==> src/rtl/branch_resolve_if.sv <==
// Branch-resolve bus: fetch prediction push, execute resolution, and
// redirect/flush back to the front end. The statistics counters are only
// present when BRANCH_STATS_EN is defined.
interface branch_resolve_if #(
    parameter int ALEN = 32
);
    logic            pred_valid;
    logic            pred_ready;
    logic            pred_taken;
    logic [ALEN-1:0] pred_next_pc;
    logic            resolve_valid;
    logic [ALEN-1:0] resolve_next_pc;
    logic            resolve_taken;
    logic            redirect_valid;
    logic [ALEN-1:0] redirect_pc;
    logic            flush;
    logic            order_error;
`ifdef BRANCH_STATS_EN
    logic [31:0]     stat_resolved;
    logic [31:0]     stat_mispredict;
    logic [31:0]     stat_taken;

    // Front end / execute side (drives pushes and resolutions)
    modport master (
        output pred_valid, pred_taken, pred_next_pc,
        output resolve_valid, resolve_next_pc, resolve_taken,
        input  pred_ready, redirect_valid, redirect_pc, flush, order_error,
        input  stat_resolved, stat_mispredict, stat_taken
    );

    // Resolver side
    modport slave (
        input  pred_valid, pred_taken, pred_next_pc,
        input  resolve_valid, resolve_next_pc, resolve_taken,
        output pred_ready, redirect_valid, redirect_pc, flush, order_error,
        output stat_resolved, stat_mispredict, stat_taken
    );
`else
    // Front end / execute side (drives pushes and resolutions)
    modport master (
        output pred_valid, pred_taken, pred_next_pc,
        output resolve_valid, resolve_next_pc, resolve_taken,
        input  pred_ready, redirect_valid, redirect_pc, flush, order_error
    );

    // Resolver side
    modport slave (
        input  pred_valid, pred_taken, pred_next_pc,
        input  resolve_valid, resolve_next_pc, resolve_taken,
        output pred_ready, redirect_valid, redirect_pc, flush, order_error
    );
`endif
endinterface

==> src/rtl/branch_resolve.sv <==
// Execute-side branch resolver. Fetch pushes predicted next PCs into an
// in-order FIFO; each in-order resolution is compared against the oldest
// record. A PC mismatch produces a one-cycle redirect and then holds flush
// for FLUSH_CYCLES cycles in total, clearing all queued predictions.
// Optional feature: define BRANCH_STATS_EN for saturating 32-bit counters.
module branch_resolve #(
    parameter int DEPTH        = 4,
    parameter int FLUSH_CYCLES = 2,
    parameter int ALEN         = 32
) (
    input logic             clk,
    input logic             rst,
    branch_resolve_if.slave bus
);
    localparam int AW = $clog2(DEPTH);
    localparam int CW = (FLUSH_CYCLES > 1) ? $clog2(FLUSH_CYCLES) : 1;

    typedef enum logic [1:0] {RUN, REDIRECT, FLUSH} state_t;

    state_t          state_q, state_d;
    logic [AW:0]     wr_ptr_q, wr_ptr_d;
    logic [AW:0]     rd_ptr_q, rd_ptr_d;
    logic [CW-1:0]   cnt_q, cnt_d;
    logic [ALEN-1:0] redirect_pc_q, redirect_pc_d;
    logic            redirect_valid_q, redirect_valid_d;
    logic            flush_q, flush_d;
    logic            order_error_q, order_error_d;

    logic [ALEN-1:0] mem [DEPTH];

    logic            in_run, empty, full, pop, push, ready, mispredict;
    logic [ALEN-1:0] head_pc;

    // Taken bits are informational; folded here so they are visibly consumed.
    logic unused_taken;
    assign unused_taken = ^{bus.pred_taken, bus.resolve_taken};

    // FIFO status, handshake and head compare
    always_comb begin
        in_run     = (state_q == RUN);
        empty      = (wr_ptr_q == rd_ptr_q);
        full       = (wr_ptr_q[AW] != rd_ptr_q[AW]) &&
                     (wr_ptr_q[AW-1:0] == rd_ptr_q[AW-1:0]);
        pop        = bus.resolve_valid && in_run && !empty;
        ready      = in_run && (!full || pop);
        push       = bus.pred_valid && ready;
        head_pc    = mem[rd_ptr_q[AW-1:0]];
        mispredict = (head_pc != bus.resolve_next_pc);
    end

    // Next-state logic for the FSM, pointers and registered outputs
    always_comb begin
        // NOTE: every variable gets a default first so no path infers a latch.
        state_d       = state_q;
        wr_ptr_d      = wr_ptr_q;
        rd_ptr_d      = rd_ptr_q;
        cnt_d         = cnt_q;
        redirect_pc_d = redirect_pc_q;
        order_error_d = order_error_q;
        case (state_q)
            RUN: begin
                if (push) wr_ptr_d = wr_ptr_q + 1'b1;
                if (pop)  rd_ptr_d = rd_ptr_q + 1'b1;
                if (pop && mispredict) begin
                    state_d       = REDIRECT;
                    redirect_pc_d = bus.resolve_next_pc;
                end
                if (bus.resolve_valid && empty) order_error_d = 1'b1;
            end
            REDIRECT: begin
                // Drop every queued record, including one pushed alongside the mismatch.
                wr_ptr_d = '0;
                rd_ptr_d = '0;
                cnt_d    = CW'(FLUSH_CYCLES - 1);
                state_d  = (FLUSH_CYCLES == 1) ? RUN : FLUSH;
            end
            FLUSH: begin
                cnt_d = cnt_q - 1'b1;
                if (cnt_d == '0) state_d = RUN;
            end
            default: state_d = RUN;
        endcase
        redirect_valid_d = (state_d == REDIRECT);
        flush_d          = (state_d != RUN);
    end

    // State and control registers
    always_ff @(posedge clk or negedge rst) begin
        // NOTE: sequential state uses non-blocking assignments only.
        if (!rst) begin
            state_q          <= RUN;
            wr_ptr_q         <= '0;
            rd_ptr_q         <= '0;
            cnt_q            <= '0;
            redirect_pc_q    <= '0;
            redirect_valid_q <= 1'b0;
            flush_q          <= 1'b0;
            order_error_q    <= 1'b0;
        end else begin
            state_q          <= state_d;
            wr_ptr_q         <= wr_ptr_d;
            rd_ptr_q         <= rd_ptr_d;
            cnt_q            <= cnt_d;
            redirect_pc_q    <= redirect_pc_d;
            redirect_valid_q <= redirect_valid_d;
            flush_q          <= flush_d;
            order_error_q    <= order_error_d;
        end
    end

    // Prediction storage write port
    always_ff @(posedge clk) begin
        // NOTE: storage is not reset; the pointers alone define which entries are valid.
        if (push) mem[wr_ptr_q[AW-1:0]] <= bus.pred_next_pc;
    end

    assign bus.pred_ready     = ready;
    assign bus.redirect_valid = redirect_valid_q;
    assign bus.redirect_pc    = redirect_pc_q;
    assign bus.flush          = flush_q;
    assign bus.order_error    = order_error_q;

`ifdef BRANCH_STATS_EN
    logic [31:0] stat_resolved_q, stat_resolved_d;
    logic [31:0] stat_mispredict_q, stat_mispredict_d;
    logic [31:0] stat_taken_q, stat_taken_d;

    // Saturating statistics, one step per pop
    always_comb begin
        stat_resolved_d   = stat_resolved_q;
        stat_mispredict_d = stat_mispredict_q;
        stat_taken_d      = stat_taken_q;
        if (pop) begin
            if (stat_resolved_q != '1) stat_resolved_d = stat_resolved_q + 1'b1;
            if (mispredict && stat_mispredict_q != '1)
                stat_mispredict_d = stat_mispredict_q + 1'b1;
            if (bus.resolve_taken && stat_taken_q != '1)
                stat_taken_d = stat_taken_q + 1'b1;
        end
    end

    // Statistics registers
    always_ff @(posedge clk or negedge rst) begin
        if (!rst) begin
            stat_resolved_q   <= '0;
            stat_mispredict_q <= '0;
            stat_taken_q      <= '0;
        end else begin
            stat_resolved_q   <= stat_resolved_d;
            stat_mispredict_q <= stat_mispredict_d;
            stat_taken_q      <= stat_taken_d;
        end
    end

    assign bus.stat_resolved   = stat_resolved_q;
    assign bus.stat_mispredict = stat_mispredict_q;
    assign bus.stat_taken      = stat_taken_q;
`endif
endmodule
==> src/flat_wrapper.sv <==
// flat-port wrapper written by rule: the top's interface ports become plain ports
module branch_resolve_flat 
#(
    parameter int DEPTH        = 4,
    parameter int FLUSH_CYCLES = 2,
    parameter int ALEN         = 32
)
  (clk, rst, bus_pred_valid, bus_pred_taken, bus_pred_next_pc, bus_resolve_valid, bus_resolve_next_pc, bus_resolve_taken, bus_pred_ready, bus_redirect_valid, bus_redirect_pc, bus_flush, bus_order_error);
  branch_resolve_if #(.ALEN(ALEN)) bus_i ();
  input logic clk;
  input logic rst;
  input wire logic [$bits(bus_i.pred_valid)-1:0] bus_pred_valid;
  input wire logic [$bits(bus_i.pred_taken)-1:0] bus_pred_taken;
  input wire logic [$bits(bus_i.pred_next_pc)-1:0] bus_pred_next_pc;
  input wire logic [$bits(bus_i.resolve_valid)-1:0] bus_resolve_valid;
  input wire logic [$bits(bus_i.resolve_next_pc)-1:0] bus_resolve_next_pc;
  input wire logic [$bits(bus_i.resolve_taken)-1:0] bus_resolve_taken;
  output wire logic [$bits(bus_i.pred_ready)-1:0] bus_pred_ready;
  output wire logic [$bits(bus_i.redirect_valid)-1:0] bus_redirect_valid;
  output wire logic [$bits(bus_i.redirect_pc)-1:0] bus_redirect_pc;
  output wire logic [$bits(bus_i.flush)-1:0] bus_flush;
  output wire logic [$bits(bus_i.order_error)-1:0] bus_order_error;
  assign bus_i.pred_valid = bus_pred_valid;
  assign bus_i.pred_taken = bus_pred_taken;
  assign bus_i.pred_next_pc = bus_pred_next_pc;
  assign bus_i.resolve_valid = bus_resolve_valid;
  assign bus_i.resolve_next_pc = bus_resolve_next_pc;
  assign bus_i.resolve_taken = bus_resolve_taken;
  assign bus_pred_ready = bus_i.pred_ready;
  assign bus_redirect_valid = bus_i.redirect_valid;
  assign bus_redirect_pc = bus_i.redirect_pc;
  assign bus_flush = bus_i.flush;
  assign bus_order_error = bus_i.order_error;
  branch_resolve #(.DEPTH(DEPTH), .FLUSH_CYCLES(FLUSH_CYCLES), .ALEN(ALEN)) u_core (.clk(clk), .rst(rst), .bus(bus_i));
endmodule
==> config.mk <==
export PLATFORM = sky130hd
export DESIGN_NAME = branch_resolve_flat
export DESIGN_NICKNAME = d
export VERILOG_FILES = /design/src/rtl/branch_resolve_if.sv /design/src/rtl/branch_resolve.sv /design/src/flat_wrapper.sv
export SDC_FILE = /design/constraint.sdc
export NUM_CORES = 1
export LEC_CHECK = 0
export BUFFER_PORTS_ARGS = -buffer_cell sky130_fd_sc_hd__buf_2
export CELL_PAD_IN_SITES_DETAIL_PLACEMENT = 0
export CELL_PAD_IN_SITES_GLOBAL_PLACEMENT = 1
export CORE_MARGIN = 5
export CORE_UTILIZATION = 43
export DETAILED_ROUTE_END_ITERATION = 12
export PLACE_DENSITY_LB_ADDON = 0.3
export REMOVE_ABC_BUFFERS = 1
export SYNTH_ARGS = -nofsm -noshare
export SYNTH_HDL_FRONTEND = slang
export SYNTH_SLANG_ARGS = --single-unit
==> constraint.sdc <==
create_clock -name clk -period 6 [get_ports clk]
set_input_delay 0.6 -clock clk [delete_from_list [all_inputs] [get_ports clk]]
set_output_delay 0.6 -clock clk [all_outputs]
set_load 0.01 [all_outputs]
==> results of run 1 <==
==> final timing paths <==
kind,startpoint,endpoint,slack (ns),cells after the start
worst min-delay path,rst,u_core.bus.redirect_pc[11]$_DFFE_PN0P_,0.29,2
worst max-delay path,u_core.rd_ptr_q[0]$_DFFE_PN0P_,u_core.bus.redirect_pc[11]$_DFFE_PN0P_,1.74,8
min in group clk,bus_pred_next_pc[4],u_core.mem[2][4]$_DFFE_PP_,0.39,1
worst min register to register,u_core.bus.order_error$_DFFE_PN0P_,u_core.bus.order_error$_DFFE_PN0P_,0.47,1
max in group asynchronous,rst,u_core.rd_ptr_q[1]$_DFFE_PN0P_,5.24,2
worst max register to register,u_core.rd_ptr_q[0]$_DFFE_PN0P_,u_core.bus.redirect_pc[11]$_DFFE_PN0P_,1.74,8
==> metal layers <==
metal / up-vias / global-route usage (%)
li1: 1629 / -
met5: - / 0
met2: 98 / 25.05
met3: 14 / 4.517
met4: 0 / 5.148
met1: 1800 / 18.02
==> where the power goes <==
group          switching, mW  internal, mW  total (mW)
Combinational          0.594         0.744        1.34
Clock                  0.449         0.631        1.08
Sequential             0.223          1.59        1.81
==> through the flow <==
stage / cells / instance area (um^2) / total power [mW] / utilization (%)
2_1_floorplan: 341 / 6952 / 2.776 / -
3_3_place_gp: 664 / 7775 / 3.171 / 48.59
3_5_place_dp: 664 / 7775 / 3.212 / 48.59
4_1_cts: 696 / 8361 / 4.297 / 52.25
5_1_grt: 696 / 8361 / 4.472 / 52.25
6_report: 696 / 8361 / 4.234 / 52.25
==> state kept, by name (all words and copies together) (netlist names) <==
name	flops
u_core.mem	128
u_core.bus.redirect_valid	1
u_core.bus.flush	1
u_core.rd_ptr_q	3
u_core.cnt_q	1
u_core.bus.order_error	1
u_core.bus.redirect_pc	32
u_core.state_q	2
u_core.wr_ptr_q	3
==> kinds of logic after synthesis <==
| family | count (synthesis) |
|---|---|
| mux | 66 |
| flops | 172 |
| compound gates | 21 |
| simple gates | 32 |
| fa+ha+maj | 9 |
| xor+xnor | 37 |
| buf+inv | 15 |
==> placed cells by master, fill, tap and decap left out, drive strengths merged, types with 2 or more instances in the layout <==
cell type	synthesis	routed
and3	4	4
xor2	2	2
clkinvlp	0	2
clkbuf	3	21
clkinv	0	4
mux4	32	32
mux2	33	33
and2	2	2
nand4	8	8
nor2	5	5
nand2	5	5
bufinv	0	2
edfxtp	128	128
nor2b	2	2
or4	2	2
o21ai	7	7
xnor2	35	35
dfrtp	44	44
ha	9	9
o22ai	2	2
inv	4	7
a21oi	5	5
buf	8	107
==> worst max-delay path, cell delays in order (launching register included) <==
cell	delay [ns]
dfrtp_2	1.03
buf_4	0.35
mux4_2	0.53
xnor2_1	0.17
nand4_1	0.12
or4_1	0.50
o21ai_4	0.72
buf_4	0.36
mux2_2	0.35
==> cell type report <==
cell class | instances | share of cell area (%)
Clock buffer | 21 | 5.388
Clock inverter | 11 | 1.616
Inverter | 4 | 0.1796
Multi-Input combinational cell | 165 | 23.89
Sequential cell | 172 | 59.17
Tap cell | 216 | 3.233
Timing Repair Buffer | 107 | 6.525
==> out/summary.txt, run 1 <==
Inserted Diodes: 0
IO buf count: 103
largest net degree at the start of global routing: 45
period utilisation layout: 71.02%
layout cells sized above 1: 41.88%
met1 wire length: 5679 um
Syn Area/Cell: 20.08 um^2
metal3 WL: 759 um
RSZ-0062 raised after global routing: no
Gate Count Post-Synth: 352
Die Width: 138.2 um
vias in the first global route: 3,895
DRC violations left: 0
core area: 16,000 um^2
Layout area overhead: 18.27%
CTS Buf Count: 17
outcome: finished, final reports clean
FMAX: 0.2347 GHz
adder-cell area share of the yosys netlist: 1.593%
relative slew slack: 33.13%
mux share of post-synthesis cell area: 17.45%
drt first pass iters: 4
Mapped Area: 7069 um^2
Top Metal Used: met4
post-synthesis compound-gate area fraction: 2.035%
post-detail-place hpwl: 8569 um
initial core utilization: 44.18%
maxcap violations: 0
Post-CTS Resized: 0
Die Y: 138.2 um
Worst Max-Slew Pin Slew: 1.003 ns
WL final: 13,520 um
Synth top cells by count: edfxtp_1, dfrtp_1, xnor2_1
Leak Pwr: 3.157 nW
CTS tree: yes
Routability Congestion: 0.7208
clk slew on worst S/H paths: 0.07 ns
Final Skew: 0.01075 ns
final hold viol count: 0
synth unique cells: 39
Final Setup Violations: 0
largest family of logic cells by synthesized area: multiplexers
Worst Hold Margin: 0.2869 ns
Fillers: 1,363
final net count: 546
top_reg_cell synth: edfxtp_1
Post-synth EDFFs: 128
via-per-instance ratio: 5.088
multi-input logic area: 1997 um^2
kind of critical path: flip-flop to flip-flop
Sum Neg Setup Slack: 0 ns
TritonCTS Sinks: 172
first-pass GRT wire length: 21,530 um
grt ovf: 0
routed wl met2: 6901 um
Starting DRT DRC Count: 190
Max Slew Vio Count: 0
largest area contributor in the netlist: edfxtp_1
top cell type's share of synthesized area: 54.37%
Die ar.: 19,100 um^2
Critical Path Sink Type: flip-flop
Row Count: 46
number of top-level pins: 106
H-tree levels: 4
Setup WS post-layout: 1.739 ns
WL per Instance: 19.43 um
Seq. cell area: 4947 um^2
XOR/XNOR Fraction of Synth Area: 4.584%
leading post-synthesis cells by cell area: edfxtp_1, dfrtp_1, mux4_2
Post-Synth Simple-Gate Area: 2.513%
Hold WC Path Type: input port to asynchronous set/reset pin
clk_lat worst skew: 0.42 ns
GR Util All Layers: 14.76%
Post CTS Setup Buffer Count: 0
Root Driver: clkbuf_16
asr flop ratio synth: 25.58%
pre-CTS setup slack: 1.616 ns
Ys Warns: 0
Hold Buf Count CTS: 0
Worst EP arrival: 4.57 ns
top-count cell post-synth: edfxtp_1
sequential-to-total area share from yosys stat: 69.95%
final antenna-violating net count: 0
Setup crit start kind: flip-flop
via count: 3,541
VDD IR max: 0.0002317 V
register bit count reported by yosys: 172
Power Density: 506.4 nW/um^2
CTS Buffer Depth: 2
initial antenna violation count: 0
Tmin final: 4.261 ns
largest fanout on the critical path: 30
WP data required: 6.31 ns
Power figures use the tool's default switching activity.
==> inputs of run 2 (changes only) <==
Clock period 6 ns to 4.1 ns, I/O delays scaled along.
==> run 2 against run 1 <==
Clock skew down 0.0031 ns. Via count up 0.31%. Sequential share of layout area down 0.38 points. Register-to-register slack worse by 1.1 ns. Cell count up 1.0%. First-iteration DRC count down 23%.
==> out/summary.txt, run 2 (same netlist as run 1, synthesis figures left out) <==
outcome: finished, final reports clean
post-detail-place hpwl: 8800 um
Post-CTS Resized: 0
via count: 3,552
Seq. cell area: 4947 um^2
Post CTS Setup Buffer Count: 0
WL final: 13,400 um
Fillers: 1,355
Hold Buf Count CTS: 1
largest net degree at the start of global routing: 33
Final Skew: 0.007652 ns
VDD IR max: 0.0003831 V
Worst Max-Slew Pin Slew: 0.9437 ns
Cell Count, Final, Fillers Out: 703
Sum Neg Setup Slack: 0 ns
dpl cells: 670
final antenna-violating net count: 0
multi-input logic area: 1997 um^2
TritonCTS Sinks: 172
FMAX: 0.2867 GHz
crit path max-delay cell type: or4_1
CTS Buffer Depth: 2
initial core utilization: 44.18%
number of top-level pins: 106
Final Setup Violations: 0
WL per Instance: 19.06 um
Min-Delay Path Depth: 1
pre-CTS setup slack: 0.5941 ns
most frequent cells in the layout: edfxtp_1, buf_2, dfrtp_1
Routability Congestion: 0.6992
met3 Usage GRT: 4.276%
Power Density: 738.4 nW/um^2
worst path cell trace: buf_12 > mux4_2 > xnor2_1 > nand4_1 > or4_1 > o21ai_4 > buf_4 > mux2_2
Setup WS post-layout: 0.6121 ns
Die ar.: 19,100 um^2
initial antenna violation count: 0
largest fanout on the critical path: 21
H-tree levels: 4
Root Driver: clkbuf_16
Worst EP arrival: 3.79 ns
Hold WC Path Type: input port to flip-flop
Global Route met2 Usage: 24.67%
grt ovf: 0
clk_lat worst skew: 0.42 ns
Die Y: 138.2 um
DRC violations left: 0
CTS tree: yes
max reg flops: 128
Max Slew Vio Count: 0
Leak Pwr: 3.197 nW
first-pass GRT wire length: 21,470 um
drt first pass iters: 4
IO buf count: 103
clk slew on worst S/H paths: 0.06 ns
WP data required: 4.41 ns
Tmin final: 3.488 ns
Critical Path Sink Type: flip-flop
Final Total Pwr: 6.213 mW
Layout area overhead: 19.03%
relative slew slack: 37.09%
depth of the worst register-to-register path: 8
Inserted Diodes: 0
most common cell after layout, fill and taps aside: edfxtp_1
GR Util All Layers: 14.77%
via-per-instance ratio: 5.053
period utilisation layout: 85.07%
Die Width: 138.2 um
final hold viol count: 0
vias in the first global route: 3,885
CTS Buf Count: 17
Setup crit start kind: flip-flop
kind of critical path: flip-flop to flip-flop
layout cells sized above 1: 42.51%
maxcap violations: 0
R2R setup slack: 0.61 ns
CP max stage delay: 0.61 ns
Row Count: 46
grt peak-use layer: met2
Worst Hold Margin: 0.1995 ns
RSZ-0062 raised after global routing: no
met1 usage: 18.54%
Starting DRT DRC Count: 147
final net count: 553
core area: 16,000 um^2
## run 2: changes by cell type in the layout (fill, tap and decap cells not counted), moves of 2 or more
cell,previous run,this run
clkbuf_1,3,1
clkinv_1,0,2
clkinv_2,1,3
buf_4,4,9
## run 2: through the flow
stage | instance area [um^2] | utilization, %
2_1_floorplan | 6952 | -
3_3_place_gp | 7833 | 48.95
3_5_place_dp | 7833 | 48.95
4_1_cts | 8414 | 52.59
5_1_grt | 8414 | 52.59
6_report | 8414 | 52.59
## run 2: critical path: cells and delay by family, from the launching register on
kind / cells / cell delay [ns]
xor gates and xnor gates: 1 / 0.24
muxes: 2 / 0.94
buffers and inverters: 2 / 0.64
AOI/OAI and AO/OA: 1 / 0.18
DFF: 1 / 0.59
and+or+nand+nor: 2 / 0.76
## run 2: worst paths after layout
kind                                                          endpoint                                from
worst min register to register      u_core.bus.order_error$_DFFE_PN0P_  u_core.bus.order_error$_DFFE_PN0P_
worst max register to register  u_core.bus.redirect_pc[13]$_DFFE_PN0P_      u_core.rd_ptr_q[0]$_DFFE_PN0P_
max in group asynchronous               u_core.rd_ptr_q[1]$_DFFE_PN0P_                                 rst
min in group asynchronous           u_core.bus.order_error$_DFFE_PN0P_                                 rst
worst min-delay path                       u_core.mem[1][13]$_DFFE_PP_                bus_pred_next_pc[13]
worst max-delay path            u_core.bus.redirect_pc[13]$_DFFE_PN0P_      u_core.rd_ptr_q[0]$_DFFE_PN0P_
## run 2: area by class of cell
class / instances / area share [%]
well taps: 216 / 3.212
inverters: 4 / 0.1784
clock inverters: 14 / 1.695
repair buffers: 114 / 7.286
clock buffers: 18 / 5.100
multi-input cells: 165 / 23.73
flip-flops and latches: 172 / 58.80
## run 2: report_power, final
part           internal, mW  total [mW]  leakage (nW)  switching (mW)
clock                 0.897        1.56         0.280           0.659
combinational          1.12        2.11          1.24           0.992
sequential             2.33        2.54          1.68           0.213
total                  4.35        6.21          3.20            1.86
## run 2: per-layer routing
metal  routed length (um)  up-vias
met1                 5810     1809
met2                 6766       90
met3                  634       15
li1                     -     1638
met4                  186        0
met5                    0        -
